--- src/rtl/east_port_arbiter.sv ---
// rtl/east_port_arbiter.sv - round-robin arbiter and output register for the east link
module east_port_arbiter #(
   parameter int WIDTH  = 16,
   parameter int DX_LSB = 4,
   parameter int DX_W   = 4
) (
   input  logic             clk,
   input  logic             rst_n,
   input  logic [WIDTH-1:0] packet_local,
   input  logic [WIDTH-1:0] packet_west,
   input  logic [WIDTH-1:0] packet_north,
   input  logic [WIDTH-1:0] packet_south,
   input  logic             valid_local,
   input  logic             valid_west,
   input  logic             valid_north,
   input  logic             valid_south,
   output logic             ready_local,
   output logic             ready_west,
   output logic             ready_north,
   output logic             ready_south,
   output logic [WIDTH-1:0] packet_east,
   output logic             valid_east,
   input  logic             ready_east,
   output logic [15:0]      pkt_count,
   output logic [1:0]       grant_idx
);

   typedef enum logic {EMPTY, FULL} state_t;

   state_t           state, state_next;
   logic [1:0]       rr_ptr;
   logic [3:0]       valid_vec;
   logic [WIDTH-1:0] pkt_in [4];
   logic             slot_free;
   logic             grant_any;
   logic [1:0]       grant_sel;
   logic [1:0]       scan_idx;
   logic [3:0]       ready_vec;
   logic [WIDTH-1:0] sel_pkt;
   logic [WIDTH-1:0] cap_pkt;
   logic [DX_W-1:0]  dx_in;

   assign valid_vec = {valid_south, valid_north, valid_west, valid_local};
   assign pkt_in[0] = packet_local;
   assign pkt_in[1] = packet_west;
   assign pkt_in[2] = packet_north;
   assign pkt_in[3] = packet_south;

   assign valid_east = (state == FULL);
   assign slot_free  = !valid_east || ready_east;

   // First valid requester at or after rr_ptr, wrapping modulo 4.
   always_comb begin
      grant_any = 1'b0;
      grant_sel = 2'd0;
      scan_idx  = 2'd0;
      for (int i = 0; i < 4; i++) begin
         scan_idx = rr_ptr + 2'(i);
         if (slot_free && !grant_any && valid_vec[scan_idx]) begin
            grant_any = 1'b1;
            grant_sel = scan_idx;
         end
      end
   end

   // Readies are forced low while reset is held, since the emptied register frees the slot.
   always_comb begin
      ready_vec = 4'b0000;
      if (grant_any && rst_n)
         ready_vec[grant_sel] = 1'b1;
   end

   assign ready_local = ready_vec[0];
   assign ready_west  = ready_vec[1];
   assign ready_north = ready_vec[2];
   assign ready_south = ready_vec[3];

   // Saturating decrement of the dx field; every other bit passes through.
   always_comb begin
      sel_pkt = pkt_in[grant_sel];
      dx_in   = sel_pkt[DX_LSB +: DX_W];
      cap_pkt = sel_pkt;
      if (dx_in != '0)
         cap_pkt[DX_LSB +: DX_W] = dx_in - 1'b1;
   end

   always_comb begin
      state_next = state;
      if (grant_any)
         state_next = FULL;
      else if (valid_east && ready_east)
         state_next = EMPTY;
   end

   always_ff @(posedge clk or negedge rst_n) begin
      if (!rst_n) begin
         state       <= EMPTY;
         packet_east <= '0;
         grant_idx   <= 2'd0;
         rr_ptr      <= 2'd0;
         pkt_count   <= 16'd0;
      end else begin
         state <= state_next;
         if (grant_any) begin
            packet_east <= cap_pkt;
            grant_idx   <= grant_sel;
            rr_ptr      <= grant_sel + 2'd1;
         end
         if (valid_east && ready_east)
            pkt_count <= pkt_count + 16'd1;
      end
   end

endmodule

--- config.mk ---
export PLATFORM = sky130hd
export DESIGN_NAME = east_port_arbiter
export DESIGN_NICKNAME = d
export VERILOG_FILES = /design/src/rtl/east_port_arbiter.sv
export SDC_FILE = /design/constraint.sdc
export NUM_CORES = 1
export LEC_CHECK = 0
export CORE_UTILIZATION = 42
export DETAILED_ROUTE_END_ITERATION = 8
export HOLD_SLACK_MARGIN = 0.02
export PLACE_DENSITY = 0.81
export REMOVE_ABC_BUFFERS = 1
export SETUP_SLACK_MARGIN = 0.05
export SLEW_MARGIN = 20
export SYNTH_ARGS = -nofsm -noshare
export SYNTH_HDL_FRONTEND = slang
export SYNTH_SLANG_ARGS = --single-unit
--- constraint.sdc ---
create_clock -name clk -period 3.9 [get_ports clk]
set_clock_uncertainty 0.15 [all_clocks]
set_input_delay 0.78 -clock clk [delete_from_list [all_inputs] [get_ports clk]]
set_output_delay 0.78 -clock clk [all_outputs]
set_load 0.01 [all_outputs]
Yosys cells after proc, flatten, opt, wreduce, memory -nomap -nowiden
Index checks and enable logic that the tools add are counted.
{ "op_classes": {"add_sub_neg": 6, "multipliers": 0, "n_div": 0, "magnitude_cmp": 7, "n_eq_ne": 0, "n_shift": 0, "mux": 25, "bitwise": 1, "reduce_logical": 17} }
{ "ops": {"columns": ["op", "count"], "rows": [
  ["$bmux 16 s2", 1],
  ["$mux 16", 2],
  ["$add 16x1->16 const B", 1],
  ["$lt 2x3->1 const B", 5],
  ["$mux 1", 11],
  ["$logic_and 1x1->1", 10],
  ["$bmux 1 s2", 4],
  ["$mux 2", 4],
  ["$mux 4", 2],
  ["$add 2x1->2 const B", 2],
  ["$add 2x2->2 const B", 2],
  ["$logic_not 1->1", 4],
  ["$reduce_bool 4->1", 1],
  ["$sub 4x1->4 const B", 1],
  ["$ge 3x3->1 const B", 1],
  ["$not 2->3", 1],
  ["$demux 1 s2", 1],
  ["$ge 2x1->1 const B", 1],
  ["$reduce_bool 2->1", 1],
  ["$logic_or 1x1->1", 1]
]} }
{ "word_totals": {"ff_bits": 37, "latchBits": 0, "ram_bits": 0, "romBits": 0, "inputBits": 71, "word_cells": 61, "n_memories": 0} }

Logic depth before layout (Yosys ltp)
Gate-level depths: netlist (run 1).
{ "logic_depth": {"ltp_word": 22, "depth_mapped": 14, "mapped_depth_nobuf": 12} }

Least setup slack after synthesis (run 1)
No wires, ideal clock.
{ "synth_timing": {"path_kind": "input -> output", "start": "in valid_north", "end": "out ready_local", "arrival_time_ns": 2.490, "t_required_ns": 2.970, "slack_ns": 0.480, "cell_stages": 10, "n_path_buf": 3, "path_cell_list": "buf_2 > nor2b_1 > a21oi_1 > o21a_1 > a211oi_4 > buf_4 > buf_2 > inv_1 > ha_1 > and3_1"} }
{ "synth_via": {"elab_chain_cells": 21} }
{ "synth_rtl": {"columns": ["element", "line_no", "rtl"], "rows": [
  ["from (decl)", "15", "input logic valid_north,"],
  ["$bmux 1 s2", "59", "if (slot_free && !grant_any && valid_vec[scan_idx]) begin"],
  ["$mux 1 (not written as such)", "59", null],
  ["$logic_and 1x1->1", "59", null],
  ["$mux 1", "59", null],
  ["$logic_not 1->1", "59", null],
  ["$logic_and 1x1->1 (2 in a row)", "59", null],
  ["$mux 1", "59", null],
  ["$logic_not 1->1", "59", null],
  ["[... 4 more ...]", null, null],
  ["$logic_and 1x1->1 (2 in a row)", "59", null],
  ["$mux 2 (*)", "59", null],
  ["named net grant_sel[0]", "36", "logic [1:0] grant_sel;"],
  ["$lt 2x3->1 (not written as such) / $ge 2x1->1 (equally long branches)", "70", "ready_vec[grant_sel] = 1'b1;"],
  ["$logic_and 1x1->1 (not written as such)", "70", null],
  ["$mux 1 (not written as such)", "70", null],
  ["$demux 1 s2 (*)", "70", null],
  ["$mux 4 (*)", "69", "if (grant_any && rst_n)"],
  ["to (decl)", "17", "output logic ready_local,"]
]} }
The timed path passes the listed nets; every way through them passes the cells marked *. The select of a mux whose other input is x is not followed.

Worst setup path after layout (run 1)
{ "layout_timing": {"start": "in valid_north", "end": "out ready_west"} }
{ "layout_via": {"elab_chain_cells": 21} }
{ "layout_rtl": {"columns": ["element", "line_no", "rtl"], "rows": [
  ["$bmux 1 s2", "59", null],
  ["$mux 1 (not written as such)", "59", null],
  ["$logic_and 1x1->1", "59", null],
  ["$mux 1", "59", null],
  ["$logic_not 1->1", "59", null],
  ["$logic_and 1x1->1 (2 in a row)", "59", null],
  ["$mux 1", "59", null],
  ["$logic_not 1->1", "59", null],
  ["[... 3 more ...]", null, null],
  ["$logic_not 1->1", "59", null],
  ["$logic_and 1x1->1 (2 in a row)", "59", null],
  ["$mux 2", "59", null],
  ["$lt 2x3->1 (not written as such) / $ge 2x1->1 (equally long branches)", "70", null],
  ["$logic_and 1x1->1 (not written as such)", "70", null],
  ["$mux 1 (not written as such)", "70", null],
  ["$demux 1 s2", "70", null],
  ["$mux 4 (*)", "69", null],
  ["to (decl)", "18", "output logic ready_west,"]
]} }
Mark *: on every way between the ends. The rest lies on a longest branch, timed or not. The select of a mux whose other input is x is not followed.

==> run summary, run 1 <==
STA classifies the critical path startpoint as a primary input. The total routed wirelength is 6.18 mm. The tightest slew margin relative to the limit is 61.5%.

The weighted congestion at the end of routability-driven global placement is 0.821. The number of warnings issued by yosys is 0. The layout net count came out at 461.

The worst setup path is of the primary input to output pin kind. The detailed router's first-iteration violation count came out at between 70 and 80. The H-tree generated during clock tree synthesis spans 2 levels.

The post-DP HPWL came out at roughly 4.8 mm. The master of the slowest instance on the critical path is clkdlybuf4s50_1. The data arrival time of the worst path came out at 2780 ps.

The share of total power in the clock network is 15.7%. The sequential cell fraction of total power came out at around 33%. Of the total synthesized cell area, the portion taken by XOR and XNOR cells is under 10%. By area, the combinational part of the netlist is dominated by multiplexers.

The number of top-level pins is 110. The floorplan has 27 rows. The total global routing track utilization is 21.1%. The share of total power dissipated in combinational logic is 51.8%. The total inserted antenna cells came out at 0. The pin slew with the least headroom to its limit is 578 ps.

The starting density of the core came out at between 40% and 50%. Dividing the detail-routed via count by the number of cells gives approximately 5. The maximum number of pins on one net before global-route repair came out at 35. The number of buffers added by the clock tree synthesis step is 5. The root buffer cell chosen for the clock tree is clkbuf_8. The synthesized-area fraction occupied by adder cells is 3.11%. The wire length per cell after detailed routing came out at 13.5 um. The maximum fanout along the worst path came out at 6. The power dissipated by switching net loads is 0.000642 W. The later-pin clock latency in the skew report is 280 ps.

STA classifies the critical path endpoint as an output pin. After layout, the minimum clock period comes to 3710 ps. The count of buffers added on input and output ports is roughly 110.

The setup violation total in the final timing report is 0. The tool flagged a number of max-cap violations equal to 0. Timing would allow up to 270 MHz. The synthesized design devotes to its leading area cell type 38.4% of total area. The filler-free cell count of the finished design is 457. The leakage power of the design is about 1.7 nW. The final-layout worst hold slack came out at 224 ps. The synthesized netlist devotes 16.9% of its cell area to simple gates. The number of global-route vias before repair came out at 2,223.

The library cells used most frequently in the layout, excluding fill and tap cells, are clkdlybuf4s50_1 (102), nand2_1 (39), dfrtp_1 (37). The family with the most delay on the worst path is buffers and inverters. For this run, the detailed router's first-pass iteration total came to 4. The core region is 5510 um^2.

The average cell area after synthesis is 9.64 um^2. The overall die area is 6050 um^2. The source of the worst register-to-register timing path is rr_ptr[0].

The number of cells after detailed placement came out at 436. The first global-routing pass estimated around 10 mm of wire. Summing the sequential cell areas from Yosys gives 38.4% of the chip area. The net switching share of the total power is between 30% and 40%.

The initial antenna violation count came to 0. The buffers plus inverters on the worst setup path is 4. The total power divided by cell area came out at ~480 nW/um^2. TritonCTS built the clock tree. Global routing finished with a remaining overflow of 0.

In the synthesized netlist, mux cells make up about a fifth of the area. The peak supply drop is 0.000301 V. The remaining antenna violation count is 0. The longest clock path from root to sink contains 2 buffers.

The via count came out at 2,312. The flip-flop and latch count after synthesis is 37. The CTS clock-pin slew for the worst setup and hold paths came out at 70 ps. The overall die width is 77.8 um.

The cell area after synthesis is 2410 um^2. Summing the areas of all compound-gate instances in the mapped netlist gives 11.1% of the synthesized area. The fraction of final layout cells with drive strength greater than 1 is 18.4%. In this run the worst setup path begins at valid_north. The detailed-route DRC error count is 0. Leaving out fill and tap cells, the most frequent cell in the layout is clkdlybuf4s50_1.

The final max-slew violation count is 0. In the synthesized netlist, the number of instances is 250. The area overhead of the layout relative to synthesis is 61.4%. Of all cell types, the one taking the most synthesized area is dfrtp_1.

The hold violation total from the final report came to 0. The largest single stage delay on the critical path is 500 ps. Summing internal, switching and leakage power gives between 0.0015 and 0.002 W. After synthesis, the netlist uses 43 different library cells. In this run the worst hold path is classified as primary input to async pin. The required time of the worst setup path is 2970 ps. In this run the vertical extent of the chip is roughly 78 um.

Ranked by total cell area, the synthesized netlist is headed by dfrtp_1 (38%), mux2i_1 (11%), mux2_2 (7.5%). The ratio of final minimum period to clock period is ~95%. Setup repair after global routing left no endpoint under its margin. The internal power of the cells is 0.00122 W. The number of buffers inserted by hold repair at cts is 0. The clock sink count is 37.

Traced cell by cell, the critical path runs through dlygate4sd2_1, buf_4, mux2i_1, a22oi_2, o32ai_4, inv_2, ha_1, and3_1, clkdlybuf4s50_1. The run finished with clean final reports.
-- flip-flops by register name (all words and copies together) (netlist names) --
register	flops
valid_east	1
pkt_count	16
rr_ptr	2
grant_idx	2
packet_east	16
-- cells in the mapped netlist --
cell / count
dfrtp_1: 37
and3_1: 7
nor3_1: 7
buf_2: 6
mux4_2: 1
o21ai_1: 22
a211o_1: 2
and2_1: 1
nor2_1: 13
nor2b_1: 2
a31oi_1: 2
o32ai_2: 1
a22o_1: 1
a21boi_0: 1
nor4_1: 1
nor3_2: 1
nand4_1: 2
a21oi_1: 2
xor2_1: 3
a21o_1: 1
a221oi_1: 1
and2b_1: 1
nor4b_1: 1
buf_6: 2
and4_1: 2
o21ai_0: 1
ha_1: 6
a211oi_4: 1
mux2_2: 16
a22oi_1: 1
a221o_1: 2
inv_1: 5
buf_4: 2
nor3b_1: 2
nand2_1: 39
o21bai_1: 1
o21a_1: 1
mux2_1: 2
nand3_1: 6
xnor2_1: 13
mux2i_1: 27
or2_2: 1
clkbuf_1: 4
-- worst paths after layout --
path | to | cells after the start | slack [ps]
setup / recovery | ready_west | 9 | 190
hold / removal | rr_ptr[0] | 1 | 220
setup reg to reg | packet_east[5] | 14 | 550
hold reg to reg | pkt_count[15] | 1 | 330
max in group asynchronous | valid_east | 2 | 2730
min in group clk | pkt_count[15] | 1 | 330
-- per-stage QoR --
| step | util, % | TNS (ps) | instance area (um^2) | setup WS (ps) |
|---|---|---|---|---|
| CTS | 70.2 | 0 | 3870 | 77.6 |
| global route | 70.7 | 0 | 3890 | 30.5 |
| finish | 70.7 | 0 | 3890 | 192 |
| detailed placement | 66.4 | -851 | 3660 | -196 |
| floorplan | - | -6060 | 2330 | -1060 |
| global placement | 66.4 | -463 | 3660 | -164 |
-- routing by layer --
| metal | track usage (%) | share of wire [%] | vias to the layer above |
|---|---|---|---|
| li1 | - | - | 1151 |
| met1 | 24.1 | 42 | 1099 |
| met2 | 40.6 | 54 | 58 |
| met3 | 3.88 | 4.1 | 4 |
| met4 | 3.96 | 0.39 | 0 |
| met5 | 0 | 0 | - |
-- timing repair --
action                                 in CTS  in global routing
buffers inserted                           13                  0
gates resized for setup                    10                  7
setup endpoints to repair                   4                  2
endpoints found under the hold margin       0                  0
pin swaps                                   3                  1
-- cell families after synthesis --
logic type / Yosys count
muxes: 46
DFF: 37
and+or+nand+nor: 86
AOI/OAI and AO/OA: 40
buffers and inverters: 19
adders and majority gates: 6
xor gates and xnor gates: 16
-- power by group through the flow --
stage / combinational (W) / clock (W) / sequential, W
2_1_floorplan: 0.000427 / 0 / 0.000645
3_3_place_gp: 0.000906 / 0 / 0.000603
3_5_place_dp: 0.000928 / 0 / 0.000608
4_1_cts: 0.000965 / 0.000297 / 0.000604
5_1_grt: 0.00105 / 0.000311 / 0.000623
6_report: 0.000963 / 0.000292 / 0.000605
-- area by class of cell --
type                            count  area (um^2)
Fill cell                         418         1620
Sequential cell                    37          926
Clock buffer                        7         96.3
Inverter                            5         18.8
Tap cell                           72         90.1
Timing Repair Buffer              141         1330
Multi-Input combinational cell    194         1430
Clock inverter                      1         5.00
No activity file was read; power rests on OpenSTA's default activity.
==> run 2: changes to the inputs <==
CTS_CLUSTER_SIZE = 24   (was not set)
==> results of run 2 <==
Final layout, timing and power as in run 1 (identical DEF).
